<file path="config.mk">
export PLATFORM = sky130hd
export DESIGN_NAME = montgomery_encode
export DESIGN_NICKNAME = d
export VERILOG_FILES = /design/src/rtl/multiplier_pkg.sv /design/src/rtl/montgomery_encode_mod_double_step.sv /design/src/rtl/montgomery_encode.sv
export SDC_FILE = /design/constraint.sdc
export NUM_CORES = 1
export LEC_CHECK = 0
export CAP_MARGIN = 20
export CORE_ASPECT_RATIO = 0.5
export CORE_MARGIN = 2
export CORE_UTILIZATION = 53
export CTS_BUF_LIST = sky130_fd_sc_hd__clkbuf_4
export CTS_CLUSTER_SIZE = 28
export DETAILED_ROUTE_END_ITERATION = 10
export PLACE_DENSITY = 0.82
export SLEW_MARGIN = 10
export SYNTH_ARGS = -nofsm -noshare
export SYNTH_HDL_FRONTEND = slang
export SYNTH_SLANG_ARGS = --single-unit
</file>
<file path="constraint.sdc">
create_clock -name clk_i -period 3.57 [get_ports clk_i]
set_input_delay 0.714 -clock clk_i [delete_from_list [all_inputs] [get_ports clk_i]]
set_output_delay 0.714 -clock clk_i [all_outputs]
set_load 0.005 [all_outputs]
</file>
<file path="src/rtl/multiplier_pkg.sv">
// Shared operand width and Montgomery-encoder types for the multiply/reduce datapath.
package multiplier_pkg;

  localparam int DATA_LENGTH = 64;

  // Loop counter must hold 0..DATA_LENGTH inclusive.
  localparam int ENC_CNT_W = $clog2(DATA_LENGTH + 1);

  typedef enum logic [1:0] {
    ENC_IDLE,
    ENC_LOAD,
    ENC_SHIFT,
    ENC_DONE
  } enc_state_e;

endpackage

</file>
<file path="src/rtl/montgomery_encode_mod_double_step.sv">
// One modular doubling step: res = (2*acc) mod q, assuming acc < q.
// The doubled value needs DATA_LENGTH+1 bits; after one conditional
// subtraction the result fits back into DATA_LENGTH bits.
module mod_double_step #(
  parameter int DATA_LENGTH = 64
) (
  input  logic [DATA_LENGTH-1:0] acc_i,
  input  logic [DATA_LENGTH-1:0] q_i,
  output logic [DATA_LENGTH-1:0] res_o
);

  logic [DATA_LENGTH:0]   dbl;
  logic [DATA_LENGTH-1:0] diff;

  // Double, then subtract q once if the doubled value reached it.
  // The low-width subtraction is exact: when dbl >= q the true difference is < q.
  always_comb begin
    dbl   = {acc_i, 1'b0};
    diff  = dbl[DATA_LENGTH-1:0] - q_i;
    res_o = (dbl >= {1'b0, q_i}) ? diff : dbl[DATA_LENGTH-1:0];
  end

endmodule

</file>
<file path="src/rtl/montgomery_encode.sv">
// Montgomery-form encoder: result = (x * 2^q_bl) mod q by iterative
// shift-and-conditional-subtract, one doubling per cycle.
//
//   state     | meaning
//   ----------+------------------------------------------------------------
//   ENC_IDLE  | waiting for start_i; operands captured on start
//   ENC_LOAD  | reduce x once into [0,q), load loop counter
//   ENC_SHIFT | one modular doubling per cycle until the counter hits 1
//   ENC_DONE  | valid_o high; a start_i here chains straight into LOAD
module montgomery_encode
  import multiplier_pkg::*;
(
  input  logic                   clk_i,
  input  logic                   rst_ni,
  input  logic                   start_i,
  input  logic [DATA_LENGTH-1:0] x_i,
  input  logic [DATA_LENGTH-1:0] q_i,
  input  logic [DATA_LENGTH-1:0] q_bl_i,
  output logic                   busy_o,
  output logic [DATA_LENGTH-1:0] result_o,
  output logic                   valid_o
);

  enc_state_e             state_q, state_d;
  logic [DATA_LENGTH-1:0] x_q, x_d;
  logic [DATA_LENGTH-1:0] q_q, q_d;
  logic [DATA_LENGTH-1:0] q_bl_q, q_bl_d;
  logic [DATA_LENGTH-1:0] acc_q, acc_d;
  logic [ENC_CNT_W-1:0]   cnt_q, cnt_d;
  logic [DATA_LENGTH-1:0] result_q, result_d;
  logic                   valid_q, valid_d;

  logic [DATA_LENGTH-1:0] load_val;
  logic [ENC_CNT_W-1:0]   cnt_load;
  logic [DATA_LENGTH-1:0] step_val;

  mod_double_step #(
    .DATA_LENGTH(DATA_LENGTH)
  ) u_step (
    .acc_i(acc_q),
    .q_i  (q_q),
    .res_o(step_val)
  );

  // Initial reduction of x (x < 2q, so one subtraction) and the clamped loop count;
  // clamping keeps the loop finite even for an out-of-range q_bl.
  always_comb begin
    load_val = (x_q >= q_q) ? (x_q - q_q) : x_q;
    cnt_load = (q_bl_q > DATA_LENGTH'(DATA_LENGTH)) ? ENC_CNT_W'(DATA_LENGTH)
                                                    : q_bl_q[ENC_CNT_W-1:0];
  end

  // Next-state and datapath updates for the encode sequence.
  always_comb begin
    state_d  = state_q;
    x_d      = x_q;
    q_d      = q_q;
    q_bl_d   = q_bl_q;
    acc_d    = acc_q;
    cnt_d    = cnt_q;
    result_d = result_q;
    valid_d  = 1'b0;
    case (state_q)
      ENC_IDLE, ENC_DONE: begin
        state_d = ENC_IDLE;
        if (start_i) begin
          x_d     = x_i;
          q_d     = q_i;
          q_bl_d  = q_bl_i;
          state_d = ENC_LOAD;
        end
      end
      ENC_LOAD: begin
        acc_d = load_val;
        cnt_d = cnt_load;
        if (cnt_load == '0) begin
          result_d = load_val;
          valid_d  = 1'b1;
          state_d  = ENC_DONE;
        end else begin
          state_d = ENC_SHIFT;
        end
      end
      ENC_SHIFT: begin
        acc_d = step_val;
        cnt_d = cnt_q - ENC_CNT_W'(1);
        if (cnt_q == ENC_CNT_W'(1)) begin
          result_d = step_val;
          valid_d  = 1'b1;
          state_d  = ENC_DONE;
        end
      end
      default: state_d = ENC_IDLE;
    endcase
  end

  // State, operand and output registers; reset abandons any operation in flight.
  always_ff @(posedge clk_i or negedge rst_ni) begin
    if (!rst_ni) begin
      state_q  <= ENC_IDLE;
      x_q      <= '0;
      q_q      <= '0;
      q_bl_q   <= '0;
      acc_q    <= '0;
      cnt_q    <= '0;
      result_q <= '0;
      valid_q  <= 1'b0;
    end else begin
      state_q  <= state_d;
      x_q      <= x_d;
      q_q      <= q_d;
      q_bl_q   <= q_bl_d;
      acc_q    <= acc_d;
      cnt_q    <= cnt_d;
      result_q <= result_d;
      valid_q  <= valid_d;
    end
  end

  assign busy_o   = (state_q != ENC_IDLE);
  assign result_o = result_q;
  assign valid_o  = valid_q;

endmodule

</file>
* Word level (Yosys, flattened, before mapping) *
Index checks and enable logic that the tools add are counted.

operators by class
  mux-type cells = 15
  equality and inequality tests = 6
  reduce and logical (&&, ||, !) cells = 7
  add/sub/neg operators = 3
  order comparisons = 3

operators by type and width
  kind                                                            count
  two-way mux 64 bit                                              4
  one-hot mux 64 bit (2 select lines)                             2
  subtractor 64 bit                                               2
  >= comparator 65 x 64 -> 1 bit                                  1
  >= comparator 64 bit                                            1
  greater-than comparator 64 x 7 -> 1 bit, second input constant  1
  one-hot mux 7 bit (2 select lines)                              1
  == test 7 x 1 -> 1 bit, second input constant                   1
  logical NOT 7 bit                                               1
  two-way mux 7 bit                                               1
  subtractor 7 x 1 -> 7 bit, second input constant                1
  one-hot mux 2 bit (3 select lines)                              1
  == test 2 bit, second input constant                            2
  two-way mux 1 bit                                               4
  != test 2 bit, second input constant                            2
  nonzero test 2 bit                                              2
  AND reduction 3 bit                                             1
  == test 2 x 1 -> 1 bit, second input constant                   1
  logical NOT 2 bit                                               1
  two-way mux 2 bit                                               1
  one-hot mux 1 bit (2 select lines)                              1
  AND reduction 2 bit                                             1
  OR reduction 2 bit                                              1

word-level totals
  input port bits = 195
  word-level logic and storage cells = 42
  output and inout bits = 66
  flip-flop bits (word level) = 330

* Longest topological paths before layout *
  depth after elaboration = 5
  mapped depth = 17
  depth with buffers taken out = 14

* By module *
Synthesis repeated with hierarchy kept, for this count alone.

unflattened totals
  cells, all modules = 2718
  area total of the unflattened synthesis = 23162.2 um2

by module, submodules not included
  module             area each (um2)  sequential area each (um2)  times used  cells an instance
  montgomery_encode  18237.5          8257.9                      1           1919
  mod_double_step    4924.7           0.0                         1           799

* Worst setup path after synthesis *
Ideal clock, no wire load.

  path type = flip-flop to flip-flop
  from = register x_q[0]
  to = register result_q[22], in the netlist result_o[22]
  arrival time = 3378 ps
  period minus slack after synthesis = 3502 ps
  slack = 68 ps
  setup time = 125 ps
  data required time = 3445 ps
  path buffers = 2
  stages on the path, launching flop included = 17
  cells stage by stage = dfrtp_1 inv_1 ha_1 inv_1 fa_1 a211oi_2 o21ai_2 o31a_1 o2111ai_2 a2111oi_1 o41a_1 or2_1 buf_6 buf_2 a311oi_1 a31oi_1 mux2_2

between the ends
  word-level cells in the longest chain between the ends = 4
  elaborated cells between the ends (all ways) = 5
  classes of those cells = add/sub (1); order compare (1); mux (3)

RTL lines
  element                                                           line                      RTL
  start: declaration                                                montgomery_encode.sv:25   logic [DATA_LENGTH-1:0] x_q, x_d;
  start signal: assignment                                          montgomery_encode.sv:101  x_q <= '0;
  start signal: assignment                                          montgomery_encode.sv:110  x_q <= x_d;
  subtractor 64 bit / >= comparator 64 bit (equally long branches)  montgomery_encode.sv:48   load_val = (x_q >= q_q) ? (x_q - q_q) : x_q;
  two-way mux 64 bit *                                              montgomery_encode.sv:48
  two-way mux 64 bit *                                              montgomery_encode.sv:76   if (cnt_load == '0) begin
  one-hot mux 64 bit (2 select lines) *                             montgomery_encode.sv:63   case (state_q)
  end signal: assignment                                            montgomery_encode.sv:115  result_q <= result_d;
  end: declaration                                                  montgomery_encode.sv:30   logic [DATA_LENGTH-1:0] result_q, result_d;

Mark *: on every way between the ends. The rest lies on a longest branch, timed or not. The select of a mux whose other input is x is not followed.
A chain may end at the register's enable or synchronous reset.

* Worst setup path in the final report *
  from = register x_q[0]
  to = register result_q[49], in the netlist result_o[49]

The elaborated chain is that of the path after synthesis.

==> flow_summary.yaml <==
outcome:
  status: "complete, but fails checks"
  violations: "setup timing"
grt:
  grt_pass1_wl_um: 133200
  antenna_found_initial: 2
  grt-ovfl-total: 0
  track_usage_pct: 38.16
  grt_max_degree: 84
  grt_pass1_vias: 23460
timing:
  fmax_mhz: 263.6
  setup_violations: 115
  worst_pin_slew_ps: 1152
  slew_headroom_pct: 23.17
  rsz0062_at_grt: "yes"
  finalCritPeriodShare_pct: 106.3
  setup_ws_ps: -224.2
  fin_skew_ps: 64.51
  hold_viol: 0
  slew_violations: 0
  min_period_ps: 3794
cts:
  cts_made_buffers: 80
  cts_tree: "built"
  clkLatencyLatePin_ps: 870
  cts.sinks: 330
  max-clock-path-buffers: 3
  cts_root_buf: "clkbuf_4"
  clk_pin_slew_worst_paths_ps: 80
  htreeDepth: 3
yosys:
  yosys_warnings: 0
  synth.avg_cell_area_um2: 8.904
  ys_ff_latch: 330
  synth_edf_count: 0
  syn_area_um2: 23030
  yosysSeqAreaShare_pct: 35.85
  postSynth.asyncResetShare_pct: 100.0
  ys_types: 86
  syn_inst: 2587
  synthesis.nets: 2917
  synth_top_flop_cell: "dfrtp_1"
floorplanning:
  initial_core_util_pct: 54.27
  dieArea_um2: 45250
  coreArea_um2: 42440
  dieWidth_um: 298.8
  die_h_um: 151.4
  ioPinCount: 261
  rows: 53
finish:
  layout-drive-gt1-share_pct: 30.44
  multiInputGateArea_um2: 14990
  syn2layout_area_growth_pct: 38.78
  regArea_um2: 8259
  final_cells: 3877
  num-nets-final: 3577
  fill_cells: 2938
drt:
  route.detailed.drc: 0
  wirelength_um: 88440
  num_vias: 24030
  drt_first_pass_iters: 6
  final_antenna_net_count: 0
  drtIter0Drc: 2924
  wl_per_cell_um: 22.81
  viasPerCell: 6.199
min_path:
  hp-class: "in -> reg"
  min_path_cells: 3
  hp-start: "q_i[31]"
  min_to: "q_q[31]"
place:
  gp_congestion: 1.022
  dp_hpwl_um: 64620
  place_inst: 3709
  port_buffers: 260
critical_path:
  worstPathRequired_ps: 4300
  rrSetupSlack_ps: -220
  cp_max_fo: 6
  startpoint_type: "flop"
  reg2reg_depth: 17
  path_class: "reg -> reg"
  regToRegEndpoint: "result_o[49]"
  setup.worst_path.end_class: "flop"
  arrival_ps: 4520
  r2r-start: "x_q[0]"
job:
  cap_violations: 0
-- worst max-delay path, stage by stage (launching register included) --
cell       delay, ps
dfrtp_1          400
inv_2             90
ha_4             150
buf_6             90
inv_2             30
fa_2             340
a211oi_2         220
o21ai_2          100
o31a_1           280
o2111ai_2        260
a2111oi_2        110
o41a_1           350
or2_4            310
buf_12           150
buf_16           140
a311oi_2         240
a31oi_1          100
mux2_4           330
-- cell families after synthesis --
logic type | after synthesis | synth area share (%)
AOI/OAI and AO/OA | 787 | 21.43
xor gates and xnor gates | 93 | 3.536
adders and majority gates | 135 | 7.398
buffers and inverters | 269 | 4.769
DFF | 330 | 35.85
muxes | 267 | 12.69
and+or+nand+nor | 706 | 14.32
-- placed cells by master (no fill, tap or decap), types with 14 or more instances in the layout --
| cell type | instances |
|---|---|
| mux2_2 | 151 |
| dfrtp_1 | 329 |
| buf_6 | 20 |
| xor2_1 | 39 |
| a21oi_1 | 175 |
| buf_4 | 423 |
| o21ai_1 | 30 |
| nand2b_1 | 14 |
| buf_12 | 20 |
| nor3_1 | 38 |
| nand2_1 | 300 |
| clkbuf_4 | 107 |
| o211ai_1 | 16 |
| o21ai_2 | 36 |
| clkdlybuf4s50_1 | 259 |
| nor2_1 | 126 |
| or3_1 | 15 |
| o21ai_0 | 202 |
| nand3_1 | 33 |
| mux2_4 | 50 |
| nand4_1 | 56 |
| a21o_1 | 54 |
| o21bai_1 | 30 |
| o21a_1 | 24 |
| ha_1 | 114 |
| inv_1 | 112 |
| nor4_1 | 24 |
| a21oi_2 | 21 |
| clkinv_1 | 14 |
| mux2i_1 | 58 |
| a211oi_1 | 16 |
| xnor2_1 | 53 |
| a31oi_1 | 21 |
-- routing by layer --
layer	track usage, %	wire length [µm]
met1	51.02	36560
met2	58.58	38820
met4	12.88	2953
met5	0	0
met3	12.32	10100
-- cell type report --
cell class              instances  area share, %
multi-input cells            1988          46.89
flip-flops and latches        330          25.84
well taps                     577          2.258
clock inverters                26         0.5832
repair buffers                731          20.54
inverters                     116          1.362
diodes                          2        0.01566
clock buffers                 107          2.513
-- how the worst max path moves through the flow --
stage | start | endpoint | slack [ps]
after floorplan | x_q[0] | result_o[22] | 70
after global placement | q_q[2] | result_o[41] | -260
after detailed placement | x_q[30] | result_o[59] | -360
after CTS | x_q[0] | result_o[55] | -200
after global routing | x_q[0] | acc_q[49] | -350
final | x_q[0] | result_o[49] | -220
-- stage by stage --
step	utilization [%]	hold slack, ps	worst slack, ps	TNS (ps)	area (µm²)
after floorplan	-	418.4	67.64	0	23030
after global placement	68.79	465.2	-256.3	-16060	29200
after detailed placement	68.79	470.3	-361.8	-25740	29200
after CTS	73.68	372.5	-200.9	-9213	31270
after global routing	75.32	412.8	-345.9	-27750	31970
final	75.32	428.2	-224.2	-12050	31970
-- cell usage after synthesis, types with 17 or more instances --
master	number	area, µm²
inv_1	115	431.7
clkbuf_1	112	420.4
nor2_1	132	495.5
a21o_1	54	405.4
a31oi_1	24	150.1
nand2_1	308	1156
o21bai_1	32	240.2
nand4_1	56	350.3
nor4_1	28	175.2
nor3_1	44	220.2
nand3_1	34	170.2
buf_2	24	120.1
a21oi_1	196	980.9
o31ai_1	17	127.6
mux2_2	201	2263
mux2i_1	66	660.6
xnor2_1	53	464.2
xor2_1	40	350.3
o21a_1	24	180.2
o21ai_0	257	1286
ha_1	133	1664
dfrtp_1	330	8258
a211oi_1	28	210.2
-- what timing repair did --
action / CTS / global route
endpoints found under the hold margin: 78 / 0
gates resized for setup: 216 / 143
setup buffers: 17 / 14
hold buffers: 1 / 0
gates cloned: 5 / 0
pin swaps: 29 / 50
endpoints found under the setup margin: 128 / 128
-- registers in the layout, summed over array words and instances (netlist names) --
register  flops
acc_q        64
result_o     64
q_q          64
cnt_q         7
q_bl_q       64
state_q       2
valid_o       1
x_q          64
Power is not shown: default switching activity piles up to over one toggle a cycle in this logic, so the estimate is an artifact.
